==> config.mk <==
export PLATFORM = sky130hd
export DESIGN_NAME = bsg_mesh_edge_arb
export DESIGN_NICKNAME = d
export VERILOG_FILES = /design/src/rtl/bsg_noc_pkg.sv /design/src/rtl/bsg_mesh_edge_rr_grant.sv /design/src/rtl/bsg_mesh_edge_arb.sv
export SDC_FILE = /design/constraint.sdc
export NUM_CORES = 1
export LEC_CHECK = 0
export CORE_ASPECT_RATIO = 1.4
export CORE_UTILIZATION = 35
export DETAILED_ROUTE_END_ITERATION = 8
export GPL_ROUTABILITY_DRIVEN = 0
export PLACE_DENSITY = 0.69
export SYNTH_ARGS = -nofsm -noshare
export SYNTH_HDL_FRONTEND = slang
export SYNTH_SLANG_ARGS = --single-unit
export TNS_END_PERCENT = 5
==> constraint.sdc <==
create_clock -name clk_i -period 3.05 [get_ports clk_i]
set_input_delay 0.305 -clock clk_i [delete_from_list [all_inputs] [get_ports clk_i]]
set_output_delay 0.305 -clock clk_i [all_outputs]
set_load 0.03 [all_outputs]
==> src/rtl/bsg_noc_pkg.sv <==
`default_nettype none
// ============================================================================
//  Module   : bsg_noc_pkg
//  Brief    : Shared NoC definitions: mesh-edge header layout, default
//             length-field width and edge-arbiter state encoding.
//  Revision : 1.0
// ============================================================================
package bsg_noc_pkg;

  // Default width of the body-flit count field at the bottom of a header.
  localparam int bsg_mesh_edge_len_width_gp = 4;

  // Header view: body-flit count lives in the least significant bits.
  typedef struct packed {
    logic [bsg_mesh_edge_len_width_gp-1:0] len;
  } bsg_mesh_edge_hdr_s;

  // Edge arbiter: no owner, or grant locked to one channel for a packet.
  typedef enum logic [0:0] {
    e_edge_idle   = 1'b0,
    e_edge_locked = 1'b1
  } bsg_mesh_edge_state_e;

endpackage
`default_nettype wire

==> src/rtl/bsg_mesh_edge_rr_grant.sv <==
`default_nettype none
// ============================================================================
//  Module   : bsg_mesh_edge_rr_grant
//  Brief    : Combinational round-robin grant. Picks the first valid request
//             at or after the pointer (increasing index, wrapping) and gives
//             both a one-hot grant and its encoded index.
//  Revision : 1.0
// ============================================================================
module bsg_mesh_edge_rr_grant #(
  parameter int num_in_p    = 4,
  parameter int lg_num_in_p = $clog2(num_in_p)
) (
  input  logic [num_in_p-1:0]    v_i,
  input  logic [lg_num_in_p-1:0] ptr_i,
  output logic [num_in_p-1:0]    grant_o,
  output logic [lg_num_in_p-1:0] idx_o,
  output logic                   v_o
);

  // One extra bit so pointer + offset can exceed num_in_p before wrapping.
  localparam int sum_w_lp = lg_num_in_p + 1;

  logic [sum_w_lp-1:0]    sum;
  logic [lg_num_in_p-1:0] cand;
  logic                   found;

  // Scan candidates starting at the pointer; the first valid one wins.
  always_comb begin
    grant_o = '0;
    idx_o   = '0;
    found   = 1'b0;
    sum     = '0;
    cand    = '0;
    for (int off = 0; off < num_in_p; off++) begin
      sum = {1'b0, ptr_i} + sum_w_lp'(off);
      if (sum >= sum_w_lp'(num_in_p)) begin
        sum = sum - sum_w_lp'(num_in_p);
      end
      cand = sum[lg_num_in_p-1:0];
      if (!found && v_i[cand]) begin
        found         = 1'b1;
        idx_o         = cand;
        grant_o[cand] = 1'b1;
      end
    end
  end

  assign v_o = found;

endmodule
`default_nettype wire

==> src/rtl/bsg_mesh_edge_arb.sv <==
`default_nettype none
// ============================================================================
//  Module   : bsg_mesh_edge_arb
//  Brief    : Wormhole round-robin arbiter sharing one off-tile link among
//             the edge channels of a mesh side. The grant is held for a
//             whole packet; the link is driven from a one-entry register.
//  Revision : 1.0
// ============================================================================
module bsg_mesh_edge_arb
  import bsg_noc_pkg::*;
#(
  parameter int width_p     = 16,
  parameter int num_in_p    = 4,
  parameter int len_width_p = bsg_mesh_edge_len_width_gp
) (
  input  logic                        clk_i,
  input  logic                        reset_i,
  input  logic [num_in_p-1:0]         v_i,
  input  logic [num_in_p*width_p-1:0] data_i,
  output logic [num_in_p-1:0]         ready_o,
  output logic                        v_o,
  output logic [width_p-1:0]          data_o,
  input  logic                        ready_i
);

  localparam int lg_lp = $clog2(num_in_p);

  bsg_mesh_edge_state_e   state_r, state_n;
  logic [lg_lp-1:0]       owner_r, owner_n;
  logic [lg_lp-1:0]       rr_ptr_r, rr_ptr_n;
  logic [len_width_p-1:0] cnt_r, cnt_n;

  logic [num_in_p-1:0]    gnt_oh;
  logic [lg_lp-1:0]       gnt_idx;
  logic                   gnt_v;
  logic [lg_lp-1:0]       sel;
  logic [width_p-1:0]     sel_data;
  logic [len_width_p-1:0] hdr_len;
  logic                   slot_free;
  logic                   accept;

  bsg_mesh_edge_rr_grant #(
    .num_in_p (num_in_p)
  ) rr_grant (
    .v_i     (v_i),
    .ptr_i   (rr_ptr_r),
    .grant_o (gnt_oh),
    .idx_o   (gnt_idx),
    .v_o     (gnt_v)
  );

  // The output register can take a flit if it is empty or draining this cycle.
  assign slot_free = ~v_o | ready_i;

  // Select the active channel, drive ready_o and compute the next lock state.
  always_comb begin
    ready_o  = '0;
    sel      = gnt_idx;
    accept   = 1'b0;
    state_n  = state_r;
    owner_n  = owner_r;
    cnt_n    = cnt_r;
    rr_ptr_n = rr_ptr_r;

    if (state_r == e_edge_locked) begin
      sel              = owner_r;
      ready_o[owner_r] = slot_free & ~reset_i;
      accept           = v_i[owner_r] & slot_free & ~reset_i;
    end else begin
      ready_o = gnt_oh & {num_in_p{slot_free & ~reset_i}};
      accept  = gnt_v & slot_free & ~reset_i;
    end

    sel_data = data_i[sel*width_p +: width_p];
    hdr_len  = sel_data[len_width_p-1:0];

    if (accept) begin
      if (state_r == e_edge_idle) begin
        // Pointer moves past the winner on every header, locked or not.
        rr_ptr_n = (sel == lg_lp'(num_in_p - 1)) ? '0 : sel + lg_lp'(1);
        if (hdr_len != '0) begin
          state_n = e_edge_locked;
          owner_n = sel;
          cnt_n   = hdr_len;
        end
      end else begin
        cnt_n = cnt_r - len_width_p'(1);
        if (cnt_r == len_width_p'(1)) begin
          state_n = e_edge_idle;
        end
      end
    end
  end

  // Arbitration state register.
  always_ff @(posedge clk_i) begin
    if (reset_i) begin
      state_r  <= e_edge_idle;
      owner_r  <= '0;
      cnt_r    <= '0;
      rr_ptr_r <= '0;
    end else begin
      state_r  <= state_n;
      owner_r  <= owner_n;
      cnt_r    <= cnt_n;
      rr_ptr_r <= rr_ptr_n;
    end
  end

  // One-entry link register: load on accept, otherwise empty when dequeued.
  always_ff @(posedge clk_i) begin
    if (reset_i) begin
      v_o    <= 1'b0;
      data_o <= '0;
    end else if (accept) begin
      v_o    <= 1'b1;
      data_o <= sel_data;
    end else if (ready_i) begin
      v_o    <= 1'b0;
    end
  end

endmodule
`default_nettype wire

# Yosys cells after proc, flatten, opt, wreduce, memory -nomap -nowiden
# Cells that the tools add are included.
[word_totals] regBits=26 out_inout_bits=21 in_bits=71 wordCells=110
[classes] n_bitwise=14 n_reduce_logical=17 n_mux=47 n_addsub=9 eq_ne=2 n_lt_le_gt_ge=14 shift=1
[ops] op="$shiftx A64 B7 Y16" n=1
[ops] op="$mux W4" n=7
[ops] op="$mux W1" n=20
[ops] op="$mux W2" n=10
[ops] op="$lt A2 B3 Y1 const B" n=5
[ops] op="$or A4 B4 Y4" n=3
[ops] op="$bmux W1 S2" n=5
[ops] op="$demux W1 S2" n=5
[ops] op="$ge A2 B1 Y1 const B" n=5
[ops] op="$ge A3 B3 Y1 const B" n=3
[ops] op="$and A4 B4 Y4" n=2
[ops] op="$logic_and A1 B1 Y1" n=8
[ops] op="$sub A2 B1 Y2 const B" n=4
[ops] op="$add A2 B2 Y3 const B" n=2
[ops] op="$and A1 B1 Y1" n=5
[ops] op="$eq A4 B1 Y1 const B" n=1
[ops] op="$reduce_and A2 Y1" n=2
[ops] op="$reduce_bool A2 Y1" n=2
[ops] op="$reduce_bool A4 Y1" n=1
[ops] op="$sub A4 B1 Y4 const B" n=1
[ops] op="$add A2 B1 Y3 const B" n=1
[ops] op="$ge A2 B3 Y1 const B" n=1
[ops] op="$logic_not A1 Y1" n=3
[ops] op="$not A1 Y1" n=3
[ops] op="4 further kinds" n=4

# Longest topological paths before layout
[logic_depth] depth_word=19 ltp_mapped=16 depth_no_buf=11

# Cells and area by module
# Synthesis repeated with hierarchy kept, for this count alone.
[unflattened] cells_unflattened=231 area_unflattened_um2=2133.3
[modules_own_cells] mod="bsg_mesh_edge_arb" area_each_um2=1711.6 seq_area_each_um2=520.5 n_inst=1 cells_each=186
[modules_own_cells] mod="bsg_mesh_edge_rr_grant" area_each_um2=421.7 seq_area_each_um2=0.0 n_inst=1 cells_each=45

# Worst setup path after synthesis
# No wires, ideal clock.
[synth_timing] path_kind="reg2reg" startpoint="register rr_ptr_r[0]" endpoint="register cnt_r[1]" setup_slack_ns=-0.069 path_buffers=4 required_time_ns=2.964 arrival_ns=3.033 synth_period_minus_slack_ns=3.119 stages_incl_launch_ff=15 setup_time_ns=0.086 cell_sequence="dfxtp_1 > buf_6 > buf_6 > inv_1 > ha_1 > clkbuf_1 > mux4_2 > nor2b_4 > o21a_4 > nor2_8 > buf_6 > a211oi_1 > o22a_2 > a31o_1 > a221oi_2"
[synth_via] elab_chain_cells=19 word_cells_on_any_way=47 classes_between="add/sub: 7; order compare: 4; shift: 1; mux: 24; bitwise: 2; reduce/logical: 9"
[synth_rtl] item="start: declaration" line="bsg_mesh_edge_arb.sv:30" text="logic [lg_lp-1:0] rr_ptr_r, rr_ptr_n;"
[synth_rtl] item="start signal: assignment" line="bsg_mesh_edge_arb.sv:106" text="rr_ptr_r <= rr_ptr_n;"
[synth_rtl] item="branches (longest 19 deep; another with $add A2 B1 Y3)"
[synth_rtl] item="end signal: assignment" line="bsg_mesh_edge_arb.sv:105" text="cnt_r <= cnt_n;"
[synth_rtl] item="end: declaration" line="bsg_mesh_edge_arb.sv:31" text="logic [len_width_p-1:0] cnt_r, cnt_n;"
# Several ways; the timed one is not identified. The select of a mux whose other input is x is not followed.
# A chain may end at the register's enable or synchronous reset.

# Worst setup path after layout
[layout_timing] startpoint="input v_i[1]" endpoint="output ready_o[2]"
[layout_via] elab_chain_cells=14 word_cells_on_any_way=26 classes_between="mux: 16; bitwise: 4; reduce/logical: 6"
[layout_rtl] item="start: declaration" line="bsg_mesh_edge_arb.sv:18" text="input logic [num_in_p-1:0] v_i,"
[layout_rtl] item="$bmux W1 S2" line="bsg_mesh_edge_rr_grant.sv:40" text="if (!found && v_i[cand]) begin"
[layout_rtl] item="$mux W1 (not written as such)" line="bsg_mesh_edge_rr_grant.sv:40"
[layout_rtl] item="$mux W1" line="bsg_mesh_edge_rr_grant.sv:40"
[layout_rtl] item="$logic_not A1 Y1" line="bsg_mesh_edge_rr_grant.sv:40"
[layout_rtl] item="$logic_and A1 B1 Y1" line="bsg_mesh_edge_rr_grant.sv:40"
[layout_rtl] item="$mux W1" line="bsg_mesh_edge_rr_grant.sv:40"
[layout_rtl] item="$logic_not A1 Y1" line="bsg_mesh_edge_rr_grant.sv:40"
[layout_rtl] item="$logic_and A1 B1 Y1" line="bsg_mesh_edge_rr_grant.sv:40"
[layout_rtl] item="$mux W1" line="bsg_mesh_edge_rr_grant.sv:40"
[layout_rtl] item="$logic_not A1 Y1" line="bsg_mesh_edge_rr_grant.sv:40"
[layout_rtl] item="$logic_and A1 B1 Y1" line="bsg_mesh_edge_rr_grant.sv:40"
[layout_rtl] item="$mux W4 *" line="bsg_mesh_edge_rr_grant.sv:40"
[layout_rtl] item="$and A4 B4 Y4 *" line="bsg_mesh_edge_arb.sv:70" text="ready_o = gnt_oh & {num_in_p{slot_free & ~reset_i}};"
[layout_rtl] item="$mux W4 *" line="bsg_mesh_edge_arb.sv:65" text="if (state_r == e_edge_locked) begin"
[layout_rtl] item="end: declaration" line="bsg_mesh_edge_arb.sv:20" text="output logic [num_in_p-1:0] ready_o,"
# Mark *: on every way between the ends. The rest lies on a longest branch, timed or not. The select of a mux whose other input is x is not followed.

==> summary.txt <==
Run status
  – Status: finished clean

Synthesis
  – Post-synthesis instance area: 0.002370 mm^2
  – EDFF count, synth: 0
  – Count leader, synth: nand2_1
  – Synth Area per Inst: 7.314 um^2
  – Synth Flop Type: dfxtp_1
  – Top cell type's share of synthesized area: 0.2196
  – Post-synth ARST share: 0
  – Commonest cells in the synthesized netlist: 75 x nand2_1, 37 x nand3_1, 26 x a21oi_1, 26 x dfxtp_1, 13 x nor2_1
  – Dominant cell type by area after synthesis: dfxtp_1
  – Register area share after synthesis: 0.2196
  – Post-Synthesis Cells: 324
  – Syn_nets: 406
  – Distinct cell type count after synthesis: 57
  – Yosys warning count: 0
  – Synthesized flop and latch total: 26
  – Synth top area cells: dfxtp_1 22%, nand2_1 12%, nand3_1 7.8%

STA
  – Slew @ Worst Pin: 0.4178 ns
  – Final Cycle Share: 0.9428
  – Highest clock rate: 0.3478 GHz
  – Final setup viols: 0
  – Max_slew headroom: 0.7211
  – WHS: 0.4582 ns
  – Final worst slack: 0.1746 ns
  – Clock Skews: 0.005395 ns
  – Fin crit period: 2.875 ns
  – Slew Viols, Final: 0
  – Unrepaired setup endpoints after global routing: no
  – Final hold vios: 0

Clock network
  – Clock Tree Root: clkbuf_8
  – CTS buffer count: 3
  – Clock latency on the worst-skew pair: 0.28 ns
  – # H-tree levels: 1
  – CTS sink cnt: 26
  – Clock buffer depth: 2
  – Worst-path clk slew: 0.09 ns
  – CTS tree: yes

Layout
  – Finished Layout Cells: 492
  – Net count reported at finish: 501
  – Fraction of layout cells with a size suffix above 1: 0.1364
  – Final core occ: 0.5345
  – Sequential Area: 520.5 um^2
  – Fillers: 630
  – Area occupied by multi-input gates: 0.001677 mm^2
  – Post-Layout Inst Area: 0.003511 mm^2
  – Antenna diodes: 0
  – Area Growth Syn to Fin: 48.15%

Floorplan
  – Height of the chip: 99.36 um
  – Die area: 0.007109 mm^2
  – Initial Utilization: 0.3608
  – FP Rows: 35
  – Die Wd: 71.55 um
  – Boundary Pins: 92
  – CORE AREA: 0.006569 mm^2

Detailed routing
  – 1st-pass router iterations: 4
  – WL final: 6.831 mm
  – # DRC: 0
  – Iter 0 DRT Violations: 54
  – Vias per cell: 5.358
  – Antenna-violating nets left: 0
  – Routed WL per cell: 13.88 um
  – Vias post-DR: 2636

Setup path
  – Critical path endpoint category: output pin
  – CP top delay family: buffers and inverters
  – Worst Path Required: 2.74 ns
  – CP arrival: 2.57 ns
  – CP max stage delay: 0.50 ns
  – Critical path's slowest cell: mux4_2
  – Critical path class: in -> out
  – Cell mode on critical path: buf_4
  – CP Max Fanout: 7
  – Cell-by-cell trace of the critical path: clkdlybuf4s50_1, buf_4, mux4_2, buf_4, nor3_2, and2_4, a221oi_1, o22a_1, nor2_1, buf_4
  – CP Buf/Inv Count: 4
  – Register-to-register setup slack: 0.22 ns
  – Worst setup SP type: input port

Power and ir drop
  – Comb power frac: 0.739
  – Sequential power share: 0.171
  – Power share of the clock group: 0.090
  – Max IR drop VDD: 0.3769 mV
  – Int Pwr: 0.001675 W
  – Sw Share: 0.4840
  – Pwr dens: 924.6 mW/mm^2
  – Leakage: 1.369 nW
  – Sw power: 0.001571 W

Placement
  – Dpl cells: 488
  – Placed cell area: 0.003410 mm^2
  – Dpl ws: -0.01470 ns
  – IO Port Bufs: 91
  – Post-detail-place hpwl: 5.402 mm

Global routing
  – Initial antenna violation count: 0
  – Total grt overflow: 0
  – Vias in the first global route: 2664
  – Tot GR Track Use: 0.2037
  – First-pass GRT wire length: 11.92 mm
  – Largest net degree at the start of global routing: 29

Job
  – Maxcap violations: 0

Worst hold path
  – Worst hold path type: reg -> reg
[final cells by class]
type / instances / area share
Clock inverter: 1 / 0.008553
Sequential cell: 26 / 0.1483
Clock buffer: 3 / 0.01176
Inverter: 14 / 0.01497
Tap cell: 74 / 0.02637
Timing Repair Buffer: 115 / 0.3125
Multi-Input combinational cell: 259 / 0.4775
[cells in the final DEF, fill, tap and decap left out, types with 2 or more instances in the layout]
cell type | synthesis | routed
o22a_1 | 4 | 4
a21oi_1 | 26 | 26
dfxtp_1 | 26 | 26
nor2_1 | 13 | 13
clkdlybuf4s50_1 | 0 | 87
clkbuf_8 | 0 | 3
nand4_1 | 2 | 2
nand2b_1 | 5 | 5
nand3_1 | 37 | 37
inv_1 | 11 | 11
a211oi_1 | 5 | 5
a21o_1 | 2 | 2
mux4_2 | 5 | 5
mux2i_1 | 5 | 5
and2_1 | 3 | 2
a31o_1 | 2 | 2
a21boi_0 | 4 | 4
inv_2 | 2 | 2
a221oi_1 | 5 | 5
a22oi_1 | 4 | 4
o21a_1 | 2 | 2
ha_1 | 11 | 10
o211ai_1 | 5 | 5
o21ai_1 | 2 | 2
or3_1 | 4 | 4
buf_4 | 0 | 26
o21ai_0 | 7 | 6
nand2_1 | 75 | 75
nor3_1 | 4 | 3
[repair_timing]
action | 4_1_cts | 5_1_grt
hold buffers | 0 | 0
setup endpoints to repair | 3 | 9
buffers inserted | 0 | 0
resized for setup | 1 | 6
pin swaps | 0 | 0
[state kept, by name, summed over array words and instances, names as in the netlist]
name / count
state_r: 1
data_o: 16
owner_r: 2
v_o: 1
rr_ptr_r: 2
cnt_r: 4
[worst register-to-register path, stage by stage, from the launching register on]
cell,delay (ns)
dfxtp_1,0.35
inv_1,0.11
ha_4,0.34
mux4_2,0.35
nor2b_4,0.16
o21a_4,0.22
nor2_8,0.17
inv_2,0.11
o211ai_1,0.25
a22oi_2,0.17
a31o_1,0.25
a221oi_2,0.26
[final timing paths]
path	start	endpoint	cells after the start
worst min register to register	data_o[11]	data_o[11]	2
worst max register to register	rr_ptr_r[0]	cnt_r[1]	11
worst min-delay path	data_o[11]	data_o[11]	2
worst max-delay path	v_i[1]	ready_o[2]	10
[power groups by stage]
stage	Sequential (W)	Combinational [W]	Clock, W
finish	0.000555	0.00240	0.000291
global route	0.000574	0.00264	0.000307
CTS	0.000554	0.00238	0.000295
detailed placement	0.000561	0.00236	0
global placement	0.000558	0.00232	0
floorplan	0.000707	0.00152	0
[metrics by stage]
| step | TNS [ns] | power [W] |
|---|---|---|
| CTS | 0 | 0.003228 |
| detailed placement | -0.01470 | 0.002922 |
| floorplan | 0 | 0.002228 |
| global placement | 0 | 0.002882 |
| finish | 0 | 0.003246 |
| global route | 0 | 0.003525 |
[per-layer routing]
metal  vias up  GRT usage  routed length (um)
li1       1341          -                   -
met2        73     0.3993                3690
met3         9    0.02938                 321
met4         0    0.04977                  87
met1      1213     0.2253                2731
met5         -          0                   0
[logic make-up after synthesis]
| kind of cell | count (synthesis) | share of synthesized area |
|---|---|---|
| AO/OA/AOI/OAI | 82 | 0.2534 |
| flip-flops | 26 | 0.2196 |
| buffers and inverters | 39 | 0.08394 |
| adder cells (fa/ha/maj) | 11 | 0.05808 |
| AND/OR/NAND/NOR | 155 | 0.3115 |
| multiplexers | 11 | 0.07339 |
Power figures use the tool's default switching activity.
